===== src/rtl/if_id_fetch_queue_if.sv =====
// IF->ID fetch queue bus: fetch push side, ID head side, status.
// master = IF/ID/hazard side driving requests, slave = the queue.
interface if_id_fetch_queue_if #(
    parameter int DEPTH = 2,
    parameter int WIDTH = 32
);
    localparam int CW = $clog2(DEPTH) + 1;

    logic [WIDTH-1:0] Instruction_IN;
    logic [WIDTH-1:0] InstructionAddressPlus4_IN;
    logic             FetchValid_IN;
    logic             FLUSH_IN;
    logic             STALL_IN;
    logic [WIDTH-1:0] Instruction_OUT;
    logic [WIDTH-1:0] InstructionAddressPlus4_OUT;
    logic             Valid_OUT;
    logic             Full_OUT;
    logic [CW-1:0]    Count_OUT;
    logic [31:0]      StallCycles_OUT;

    modport master (
        output Instruction_IN, InstructionAddressPlus4_IN,
        output FetchValid_IN, FLUSH_IN, STALL_IN,
        input  Instruction_OUT, InstructionAddressPlus4_OUT,
        input  Valid_OUT, Full_OUT, Count_OUT, StallCycles_OUT
    );

    modport slave (
        input  Instruction_IN, InstructionAddressPlus4_IN,
        input  FetchValid_IN, FLUSH_IN, STALL_IN,
        output Instruction_OUT, InstructionAddressPlus4_OUT,
        output Valid_OUT, Full_OUT, Count_OUT, StallCycles_OUT
    );
endinterface


===== src/rtl/if_id_fetch_queue.sv =====
// IF->ID decoupling FIFO with flush, back-pressure and stall counter.
// Optional same-cycle bypass when empty: define IFQ_BYPASS_EN.
module if_id_fetch_queue #(
    parameter int DEPTH = 2,
    parameter int WIDTH = 32
) (
    input  logic CLOCK,
    input  logic RESET,
    if_id_fetch_queue_if.slave bus
);
    localparam int AW = $clog2(DEPTH);
    localparam int CW = AW + 1;

    logic [WIDTH-1:0] r_instr [DEPTH];
    logic [WIDTH-1:0] r_pc4   [DEPTH];
    logic [AW-1:0]    r_wptr;
    logic [AW-1:0]    r_rptr;
    logic [CW-1:0]    r_count;
    logic [31:0]      r_stall;

    logic w_nonempty;
    logic w_full;
    logic w_byp;
    logic w_valid;
    logic w_push;
    logic w_pop;
    logic w_wr;
    logic w_rd;

    assign w_nonempty = (r_count != '0);
    assign w_full     = (r_count == CW'(DEPTH));

`ifdef IFQ_BYPASS_EN
    assign w_byp = !w_nonempty && bus.FetchValid_IN && !bus.FLUSH_IN;
`else
    assign w_byp = 1'b0;
`endif

    assign w_valid = w_nonempty || w_byp;
    assign w_push  = bus.FetchValid_IN && !w_full && !bus.FLUSH_IN;
    assign w_pop   = w_valid && !bus.STALL_IN && !bus.FLUSH_IN;
    // A bypassed fetch consumed this cycle never touches storage.
    assign w_wr    = w_push && !(w_byp && w_pop);
    assign w_rd    = w_pop && !w_byp;

    // Head selection: stored entry, else bypassed fetch, else NOP.
    always_comb begin
        bus.Instruction_OUT             = '0;
        bus.InstructionAddressPlus4_OUT = '0;
        if (w_nonempty) begin
            bus.Instruction_OUT             = r_instr[r_rptr];
            bus.InstructionAddressPlus4_OUT = r_pc4[r_rptr];
        end else if (w_byp) begin
            bus.Instruction_OUT             = bus.Instruction_IN;
            bus.InstructionAddressPlus4_OUT = bus.InstructionAddressPlus4_IN;
        end
    end

    assign bus.Valid_OUT       = w_valid;
    assign bus.Full_OUT        = w_full;
    assign bus.Count_OUT       = r_count;
    assign bus.StallCycles_OUT = r_stall;

    // Entry storage; contents need no reset.
    always_ff @(posedge CLOCK) begin
        if (w_wr) begin
            r_instr[r_wptr] <= bus.Instruction_IN;
            r_pc4[r_wptr]   <= bus.InstructionAddressPlus4_IN;
        end
    end

    // Pointers and occupancy; flush wins over push and pop.
    always_ff @(posedge CLOCK or negedge RESET) begin
        if (!RESET) begin
            r_wptr  <= '0;
            r_rptr  <= '0;
            r_count <= '0;
        end else if (bus.FLUSH_IN) begin
            r_wptr  <= '0;
            r_rptr  <= '0;
            r_count <= '0;
        end else begin
            if (w_wr) r_wptr <= r_wptr + AW'(1);
            if (w_rd) r_rptr <= r_rptr + AW'(1);
            unique case ({w_wr, w_rd})
                2'b10:   r_count <= r_count + CW'(1);
                2'b01:   r_count <= r_count - CW'(1);
                default: r_count <= r_count;
            endcase
        end
    end

    // Saturating count of cycles where ID holds a valid head.
    always_ff @(posedge CLOCK or negedge RESET) begin
        if (!RESET) begin
            r_stall <= '0;
        end else if (w_valid && bus.STALL_IN && !bus.FLUSH_IN
                     && (r_stall != 32'hFFFF_FFFF)) begin
            r_stall <= r_stall + 32'd1;
        end
    end
endmodule


===== src/flat_wrapper.sv =====
// flat-port wrapper written by rule: the top's interface ports become plain ports
module if_id_fetch_queue_flat 
#(
    parameter int DEPTH = 2,
    parameter int WIDTH = 32
)
  (CLOCK, RESET, bus_Instruction_IN, bus_InstructionAddressPlus4_IN, bus_FetchValid_IN, bus_FLUSH_IN, bus_STALL_IN, bus_Instruction_OUT, bus_InstructionAddressPlus4_OUT, bus_Valid_OUT, bus_Full_OUT, bus_Count_OUT, bus_StallCycles_OUT);
  if_id_fetch_queue_if #(.DEPTH(DEPTH), .WIDTH(WIDTH)) bus_i ();
  input  logic CLOCK;
  input  logic RESET;
  input wire logic [$bits(bus_i.Instruction_IN)-1:0] bus_Instruction_IN;
  input wire logic [$bits(bus_i.InstructionAddressPlus4_IN)-1:0] bus_InstructionAddressPlus4_IN;
  input wire logic [$bits(bus_i.FetchValid_IN)-1:0] bus_FetchValid_IN;
  input wire logic [$bits(bus_i.FLUSH_IN)-1:0] bus_FLUSH_IN;
  input wire logic [$bits(bus_i.STALL_IN)-1:0] bus_STALL_IN;
  output wire logic [$bits(bus_i.Instruction_OUT)-1:0] bus_Instruction_OUT;
  output wire logic [$bits(bus_i.InstructionAddressPlus4_OUT)-1:0] bus_InstructionAddressPlus4_OUT;
  output wire logic [$bits(bus_i.Valid_OUT)-1:0] bus_Valid_OUT;
  output wire logic [$bits(bus_i.Full_OUT)-1:0] bus_Full_OUT;
  output wire logic [$bits(bus_i.Count_OUT)-1:0] bus_Count_OUT;
  output wire logic [$bits(bus_i.StallCycles_OUT)-1:0] bus_StallCycles_OUT;
  assign bus_i.Instruction_IN = bus_Instruction_IN;
  assign bus_i.InstructionAddressPlus4_IN = bus_InstructionAddressPlus4_IN;
  assign bus_i.FetchValid_IN = bus_FetchValid_IN;
  assign bus_i.FLUSH_IN = bus_FLUSH_IN;
  assign bus_i.STALL_IN = bus_STALL_IN;
  assign bus_Instruction_OUT = bus_i.Instruction_OUT;
  assign bus_InstructionAddressPlus4_OUT = bus_i.InstructionAddressPlus4_OUT;
  assign bus_Valid_OUT = bus_i.Valid_OUT;
  assign bus_Full_OUT = bus_i.Full_OUT;
  assign bus_Count_OUT = bus_i.Count_OUT;
  assign bus_StallCycles_OUT = bus_i.StallCycles_OUT;
  if_id_fetch_queue #(.DEPTH(DEPTH), .WIDTH(WIDTH)) u_core (.CLOCK(CLOCK), .RESET(RESET), .bus(bus_i));
endmodule

===== config.mk =====
export PLATFORM = sky130hd
export DESIGN_NAME = if_id_fetch_queue_flat
export DESIGN_NICKNAME = d
export VERILOG_FILES = /design/src/rtl/if_id_fetch_queue_if.sv /design/src/rtl/if_id_fetch_queue.sv /design/src/flat_wrapper.sv
export SDC_FILE = /design/constraint.sdc
export NUM_CORES = 1
export LEC_CHECK = 0
export ABC_AREA = 1
export BUFFER_PORTS_ARGS = -buffer_cell sky130_fd_sc_hd__buf_4
export CORE_MARGIN = 2
export CORE_UTILIZATION = 45
export CTS_CLUSTER_DIAMETER = 120
export DETAILED_ROUTE_END_ITERATION = 6
export PLACE_DENSITY = 0.67
export SLEW_MARGIN = 20
export SYNTH_ARGS = -nofsm -noshare
export SYNTH_HDL_FRONTEND = slang
export SYNTH_SLANG_ARGS = --single-unit

===== constraint.sdc =====
create_clock -name CLOCK -period 10 [get_ports CLOCK]
set_clock_uncertainty 0.1 [all_clocks]
set_input_delay 0.5 -clock CLOCK [delete_from_list [all_inputs] [get_ports CLOCK]]
set_output_delay 0.5 -clock CLOCK [all_outputs]
set_load 0.1 [all_outputs]

==> Word-level counts from Yosys, hierarchy flattened <==
Memory sizes are Yosys's and may differ from the RTL's.
Cells that the tools add are included.
Widths: inputs -> output; s select.
{ "classes": {"n_addsub": 5, "eq_ne": 4, "muxes": 10, "reduce_logical": 14} }
{ "ops": {"columns": ["cell", "n"], "rows": [
  ["$mux 32", 2],
  ["$add 32x1->32 const B", 1],
  ["$ne 32x32->1 const B", 1],
  ["$logic_and 1x1->1", 7],
  ["$mux 1", 6],
  ["$reduce_bool 2->1", 3],
  ["$eq 2x2->1 const B", 2],
  ["$pmux 2 s2", 1],
  ["$logic_not 1->1", 3],
  ["$reduce_bool 3->1", 1],
  ["$add 1x1->1 const B", 2],
  ["$add 2x1->2 const B", 1],
  ["$eq 2x1->1 const B", 1],
  ["$mux 2", 1],
  ["$sub 2x1->2 const B", 1]
]} }
{ "totals": {"ff_bits": 36, "mem_bits_rw": 128, "input_bits": 69, "out_inout_bits": 100, "word_cells": 39, "memories": 2} }
{ "memory_table": {"columns": ["memory", "words", "word_bits", "rd", "rd_clocked_by_memory_dff", "write_ports", "line_no", "rtl"], "rows": [
  ["u_core.r_instr", 2, 32, 1, 0, 1, "if_id_fetch_queue.sv:14", "logic [WIDTH-1:0] r_instr [DEPTH];"],
  ["u_core.r_pc4", 2, 32, 1, 0, 1, "if_id_fetch_queue.sv:15", "logic [WIDTH-1:0] r_pc4 [DEPTH];"]
]} }

==> Longest topological paths before layout <==
Gate-level depths: netlist of the first run.
{ "depth": {"word_depth": 7, "mapped_depth": 11, "depth_no_buf": 10} }

==> Worst setup path after synthesis of the first run <==
Ideal clock, no wire load.
{ "synth_path": {"kind": "flip-flop to flip-flop", "startpoint": "register u_core.r_count[0] (netlist: u_core.bus.Count_OUT[0])", "endpoint": "memory u_core.r_instr[1][0], enable pin", "setup_time_ns": 0.565, "arrival_time_ns": 6.237, "slack_ns": 3.097, "path_stages_with_launch": 3, "path_buffers": 0, "cell_sequence": "dfrtp_1 > nor2_1 > nor3_1"} }
{ "synth_between": {"elab_chain_cells": 6} }
{ "synth_lines": {"columns": ["item", "line_no", "rtl"], "rows": [
  ["start, declared", "if_id_fetch_queue.sv:18", "logic [CW-1:0] r_count;"],
  ["start signal, assigned", "if_id_fetch_queue.sv:86", "2'b10: r_count <= r_count + CW'(1);"],
  ["start signal, assigned", "if_id_fetch_queue.sv:87", "2'b01: r_count <= r_count - CW'(1);"],
  ["start signal, assigned", "if_id_fetch_queue.sv:88", "default: r_count <= r_count;"],
  ["$eq 2x2->1", "if_id_fetch_queue.sv:31", "assign w_full = (r_count == CW'(DEPTH));"],
  ["via bus_Full_OUT", "flat_wrapper.sv:19", "output wire logic [$bits(bus_i.Full_OUT)-1:0] bus_Full_OUT;"],
  ["$logic_not 1->1", "if_id_fetch_queue.sv:40", "assign w_push = bus.FetchValid_IN && !w_full && !bus.FLUSH_IN;"],
  ["$logic_and 1x1->1 (2 in series)", "if_id_fetch_queue.sv:40", null],
  ["$mux 1", "if_id_fetch_queue.sv:66", "if (w_wr) begin"],
  ["$mux 1 (implied by the code)", "if_id_fetch_queue.sv:67", "r_instr[r_wptr] <= bus.Instruction_IN;"],
  ["end, declared", "if_id_fetch_queue.sv:14", null]
]} }
The timed path passes the listed nets, and every way through them passes these cells.

==> Worst setup path in the final report of the first run <==
{ "layout_path": {"startpoint": "register u_core.r_rptr", "endpoint": "output port bus_InstructionAddressPlus4_OUT[5]"} }
{ "layout_between": {"elab_chain_cells": 2} }
{ "layout_lines": {"columns": ["item", "line_no", "rtl"], "rows": [
  ["start, declared", "if_id_fetch_queue.sv:17", "logic [AW-1:0] r_rptr;"],
  ["start signal, assigned", "if_id_fetch_queue.sv:84", "if (w_rd) r_rptr <= r_rptr + AW'(1);"],
  ["$mem_v2 2x32", null, null],
  ["$mux 32", "if_id_fetch_queue.sv:50", "if (w_nonempty) begin"],
  ["end, declared", "flat_wrapper.sv:17", "output wire logic [$bits(bus_i.InstructionAddressPlus4_OUT)-1:0] bus_InstructionAddressPlus4_OUT;"]
]} }
Every way passes these cells.

==> key figures, run 1 <==
Synthesis
  • Netlist Area Pre-Place: 0.007157 sq mm
  • Warnings, synthesis: 0
  • Mux share of post-synthesis cell area: 0%
  • Synth Area in XOR/XNOR: 1.713%
  • Synth async-reset ratio: 21.95%
  • Share of Yosys cell area claimed by the top area cell type: 53.71%
  • Yosys cell types: 29
  • Adder-cell share of the synthesized area: 0.1748%
  • Syn Inst Count: 722
  • Synth Area in Simple Gates: 23.09%
  • Synth Area in Compound Gates: 5.052%
  • Top cells by count, synth: nand2_1, edfxtp_1, a21oi_1
  • Flops & latches, synth: 164
  • Sequential share of the synthesized area: 66.29%
  • Largest cells by area after synthesis: edfxtp_1, nand2_1, dfrtp_1
  • Synth Flop Type: edfxtp_1
  • Cell taking the most area after synthesis: edfxtp_1
  • Largest family of logic cells by synthesized area: simple AND/OR/NAND/NOR gates
  • EDFF count, synth: 128
  • Syn Nets: 792
  • Syn Area/Cell: 9.913 sq um
  • Count leader, synth: nand2_1

Timing
  • F_max: 0.3171 GHz
  • Setup violators final: 0
  • Sum Neg Setup Slack: 0 ns
  • Slew HR: 41.47%
  • Period utilization: 31.53%
  • Final Hold Fails: 0
  • Worst-Margin Slew: 0.8780 ns
  • Final min period: 3.153 ns
  • Final slew viol count: 0
  • RSZ-0062 raised after global routing: false

Setup path
  • Arr. time, crit path: 2.55 ns
  • Crit Path Max Fanout: 66
  • CP endpoint kind: primary output
  • Req. time, crit path: 9.40 ns
  • Crit start category: flip-flop
  • Crit Path Category: reg -> out
  • Reg2Reg Depth: 5

Hold path
  • HP Class: in -> reg
  • Worst hold stages: 1

Placement
  • Routability congestion estimate: 0.8868
  • Dpl hpwl: 10,580 um
  • IO buf count: 168
  • Cells after DPL: 1,085

Power
  • VDD IR-drop max: 0.1313 mV
  • PD cells: 212.2 mW/mm^2
  • P_leak: 0.003859 uW

Floorplan
  • Die Height: 130.1 um
  • Site row count: 46
  • Die Wd: 130.1 um
  • I/O pin count: 169
  • CORE AREA: 0.01571 sq mm
  • Die ar.: 0.01693 sq mm
  • Initial Util: 45.55%

Run status
  • Status: finished clean

Final layout
  • Fin cells: 1,116
  • Nets: 959
  • Layout cell share with drive strength beyond 1: 24.00%
  • Area growth from synthesis to layout: 27.71%
  • Fill count: 1,372
  • Diodes inserted: 0

GRT
  • Initial antenna violation count: 0
  • First-pass GRT wire length: 24,940 um
  • Vias in the first global route: 5,000
  • Total track usage: 19.38%
  • Largest net degree at the start of global routing: 68
  • Grt ovf: 0

Route
  • Avg WL per Cell: 14.49 um
  • Final WL: 16,170 um
  • DRT antenna net count: 0
  • Vias: 5,402
  • Drt initial violations: 313
  • Via-per-instance ratio: 4.841
  • Pre-Repair DR Iteration Count: 6
  • # DRC: 0

Clocking
  • CTS tree: done
  • Clock sink count: 164
  • CTS clock-pin slew for the worst setup and hold paths: 0.06 ns
  • Clock Latency Late Sink: 0.43 ns
  • Longest Clk Path Bufs: 2
  • Number of buffers created by CTS: 17
  • Htree depth: 4
  • Clock root cell: clkbuf_16
  • Setup bufs post-CTS: 0

Job
  • Max_cap viols: 0
## timing repair
action	in CTS	in global routing
resized for setup	0	0
hold buffers	1	0
endpoints found under the hold margin	36	0
## flip-flops by register name (all words and copies together) (netlist names)
signal / cells
u_core.r_pc4: 64
u_core.bus.StallCycles_OUT: 32
u_core.r_instr: 64
u_core.bus.Count_OUT: 2
u_core.r_wptr: 1
u_core.r_rptr: 1
## placed cells by master, fill, tap and decap left out, types with 4 or more instances in the layout
cell type    n
a21oi_1     65
nand4_1      5
nor2_1      54
xnor2_1      8
nor2_4       4
dfrtp_1     35
buf_4      173
nand3_1     18
edfxtp_1   128
inv_1       32
xor2_1       6
clkbuf_16   17
nand2_1    318
## power breakdown
group	leakage (uW)	switching, uW	internal, uW	total, uW
Clock	0.000248	258	313	571
Combinational	0.00194	470	108	578
Sequential	0.00167	19.7	770	790
## through the flow
stage          instance area (sq um)  worst slack (ns)  hold slack, ns  util (%)  total power [uW]
6_report                        9140             6.847          0.1558     58.17              1940
3_5_place_dp                    8618             7.261          0.3966     54.85              1386
4_1_cts                         9140             6.791          0.1408     58.17              1955
5_1_grt                         9140             6.670          0.1402     58.17              2006
2_1_floorplan                   7157             3.097          0.1044         -              1251
3_3_place_gp                    8618             7.248          0.3935     54.85              1383
## critical path, stage by stage, from the launching register on
cell and delay (ns):
dfrtp_2 0.38, buf_4 0.31, inv_2 0.10, buf_4 0.58, nand2_1 0.11, a21oi_1 0.24, buf_4 0.34
## metal layers
| metal | vias to the layer above | part of all wire, % | GRT usage, % |
|---|---|---|---|
| met5 | - | 0 | 0 |
| met3 | 30 | 8.4 | 7.134 |
| met4 | 0 | 2.3 | 8.729 |
| li1 | 2707 | - | - |
| met1 | 2503 | 40 | 23.27 |
| met2 | 162 | 49 | 31.41 |
## path summary, 6_finish.rpt
check                                                    from                                 end  slack (ns)
min                        bus_InstructionAddressPlus4_IN[13]                 u_core.r_pc4[1][13]        0.16
min in group asynchronous                               RESET       u_core.bus.StallCycles_OUT[6]        0.48
min reg2reg                     u_core.bus.StallCycles_OUT[1]       u_core.bus.StallCycles_OUT[1]        0.47
max in group asynchronous                               RESET                       u_core.r_rptr        8.96
max reg2reg                           u_core.bus.Count_OUT[0]                 u_core.r_pc4[0][10]        7.37
max                                             u_core.r_rptr  bus_InstructionAddressPlus4_OUT[5]        6.85
## cell type report
| type | count | area (sq um) | area share (%) |
|---|---|---|---|
| clock buffer | 17 | 425.4 | 4.654 |
| multi-input combinational | 497 | 2170 | 23.74 |
| tap | 216 | 270.3 | 2.957 |
| inverter | 35 | 133.9 | 1.465 |
| timing repair buffer | 174 | 1309 | 14.32 |
| clock inverter | 13 | 86.33 | 0.9446 |
| sequential | 164 | 4746 | 51.92 |
## kinds of logic (layout without fill, tap and decap cells)
| logic type | Yosys count | in the layout |
|---|---|---|
| and+or+nand+nor | 410 | 410 |
| adders and majority gates | 1 | 1 |
| buffers and inverters | 61 | 239 |
| xor gates and xnor gates | 14 | 14 |
| DFF | 164 | 164 |
| AOI/OAI and AO/OA | 72 | 72 |
Note: power is estimated with default switching activity, not from simulation.
==> run 2: changes to the inputs <==
==> constraint.sdc (replaced) <==
create_clock -name CLOCK -period 3.1 [get_ports CLOCK]
set_clock_uncertainty 0.1 [all_clocks]
set_input_delay 0.155 -clock CLOCK [delete_from_list [all_inputs] [get_ports CLOCK]]
set_output_delay 0.155 -clock CLOCK [all_outputs]
set_load 0.1 [all_outputs]
==> run 2 against run 1 <==
Against the previous run: worst hold slack worse by 0.13 ns; register-to-register slack worse by 6.5 ns; clock power rose to 3.7 times the previous value; sequential power grew to 3.2 times the previous value; routed wire length grew 10%; core utilization rose by 5.1 points; global-route usage grew 2.0 points; critical path type unchanged; largest cell class unchanged.
==> key figures, run 2 (same netlist as run 1, synthesis figures left out) <==
Final layout
  • Commonest non-fill, non-tap cell in the layout: nand2_1
  • Finished Cell Area: 0.009947 sq mm
  • Diodes inserted: 0
  • Area growth from synthesis to layout: 38.99%
  • Layout cell share with drive strength beyond 1: 23.35%
  • Nets: 1,029
  • Most frequent cells in the layout: nand2_1, buf_4, edfxtp_1
  • Fin cells: 1,188

Floorplan
  • Initial Util: 45.55%
  • Die ar.: 0.01693 sq mm
  • I/O pin count: 169
  • Die Height: 130.1 um
  • Site row count: 46
  • Die Wd: 130.1 um
  • CORE AREA: 0.01571 sq mm

Timing
  • Worst-Margin Slew: 0.7085 ns
  • Slew HR: 52.76%
  • Sum Neg Setup Slack: 0 ns
  • Final WS setup: 0.7208 ns
  • Final Hold Fails: 0
  • Final min period: 2.379 ns
  • RSZ-0062 raised after global routing: false
  • Min Hold Slack: 0.02551 ns
  • Setup violators final: 0
  • Period utilization: 76.75%
  • Final slew viol count: 0
  • F_max: 0.4203 GHz

Clocking
  • CTS tree: done
  • Htree depth: 4
  • Number of buffers created by CTS: 17
  • Post-cts sizing count: 0
  • Clock root cell: clkbuf_16
  • # hold bufs at CTS: 67
  • Longest Clk Path Bufs: 2
  • Setup bufs post-CTS: 0
  • Clock sink count: 164
  • CTS clock-pin slew for the worst setup and hold paths: 0.06 ns
  • Clock Latency Late Sink: 0.42 ns

Power
  • P_leak: 0.004189 uW
  • VDD IR-drop max: 0.4311 mV
  • Sw Ratio: 37.86%
  • PD cells: 664.6 mW/mm^2
  • Internal Power: 4108 uW
  • Clock power frac: 31.7%
  • Seq pwr share: 38.5%
  • Comb power frac: 29.7%
  • Psw: 2503 uW

GRT
  • First-pass GRT wire length: 27,440 um
  • Grt ovf: 0
  • Vias in the first global route: 5,624
  • Initial antenna violation count: 0
  • Largest net degree at the start of global routing: 65
  • Total track usage: 21.41%

Setup path
  • Reg2Reg Depth: 6
  • CP endpoint kind: primary output
  • Req. time, crit path: 2.84 ns
  • Crit Path Category: reg -> out
  • Most frequent CP cell: buf_4
  • Arr. time, crit path: 2.12 ns
  • Crit start category: flip-flop
  • Worst r2r src: u_core.bus.Count_OUT[1]
  • FF-to-FF setup slack: 0.88 ns
  • R2R Path End: u_core.r_pc4[0][20]
  • Crit Path Max Fanout: 29
  • CP delay by family, top: buffers and inverters
  • CP bufs+invs: 3
  • Worst setup path start: u_core.r_rptr
  • Crit-path cells: inv_2 -> buf_4 -> nand2_1 -> a21oi_1 -> buf_4
  • Worst-path cell with the longest stage delay: dfrtp_2
  • Critical Path Max Stage Delay: 0.40 ns
  • Crit. path cell count: 5
  • End point of the critical path: bus_Instruction_OUT[0]

Route
  • Drt initial violations: 342
  • Pre-Repair DR Iteration Count: 5
  • # DRC: 0
  • Avg WL per Cell: 15.00 um
  • Final WL: 17,820 um
  • Vias: 5,738
  • Via-per-instance ratio: 4.830
  • DRT antenna net count: 0

Job
  • Max_cap viols: 0

Placement
  • Placed instance area: 0.008682 sq mm
  • Cells after DPL: 1,089
  • IO buf count: 168
  • Routability congestion estimate: 0.8715
  • DP Worst Slack: 0.8869 ns
  • Dpl hpwl: 10,940 um

Hold path
  • Hold Path Origin: bus_FetchValid_IN
  • HP Class: in -> reg

Run status
  • Status: finished clean
## run 2: layer usage
layer	share of wire (%)	wire (um)	track usage, %	vias up
met4	1.5	259	7.843	0
met3	7.4	1317	7.052	21
met2	51	9106	37.02	191
met5	0	0	0	-
met1	40	7142	24.97	2674
li1	-	-	-	2852
## run 2: final cells by class
| type | instances | area, sq um |
|---|---|---|
| sequential | 164 | 4753 |
| multi-input combinational | 497 | 2183 |
| tap | 216 | 270.3 |
| fill | 1246 | 5766 |
| clock buffer | 17 | 425.4 |
| timing repair buffer | 244 | 2012 |
| clock inverter | 15 | 168.9 |
| inverter | 35 | 133.9 |
## run 2: stage by stage
step                util (%)  total power (uW)
finish                 63.31              6611
global placement       55.26              4482
CTS                    63.31              6648
detailed placement     55.26              4489
floorplan                  -              4037
global route           63.31              6836
## run 2: power groups by stage
stage,Sequential (uW),Clock (uW),Combinational (uW)
2_1_floorplan,2780,0,1260
3_3_place_gp,2590,0,1890
3_5_place_dp,2590,0,1900
4_1_cts,2550,2130,1970
5_1_grt,2560,2230,2050
6_report,2550,2100,1970
## run 2: worst min path at each step
| stage | to | slack, ns | depth (start not counted) |
|---|---|---|---|
| after floorplan | u_core.bus.StallCycles_OUT[0] | -0.24 | 0 |
| after global placement | u_core.bus.StallCycles_OUT[7] | 0.05 | 1 |
| after detailed placement | u_core.bus.StallCycles_OUT[7] | 0.05 | 1 |
| after CTS | u_core.bus.Count_OUT[1] | 0.01 | 5 |
| after global routing | u_core.bus.Count_OUT[1] | 0.06 | 5 |
| final | u_core.bus.Count_OUT[1] | 0.03 | 5 |
## run 2: worst min-delay path: stages
cell,delay [ns]
buf_4,0.09
nand4_1,0.08
nand2_1,0.07
nand2_1,0.04
o21ai_0,0.07
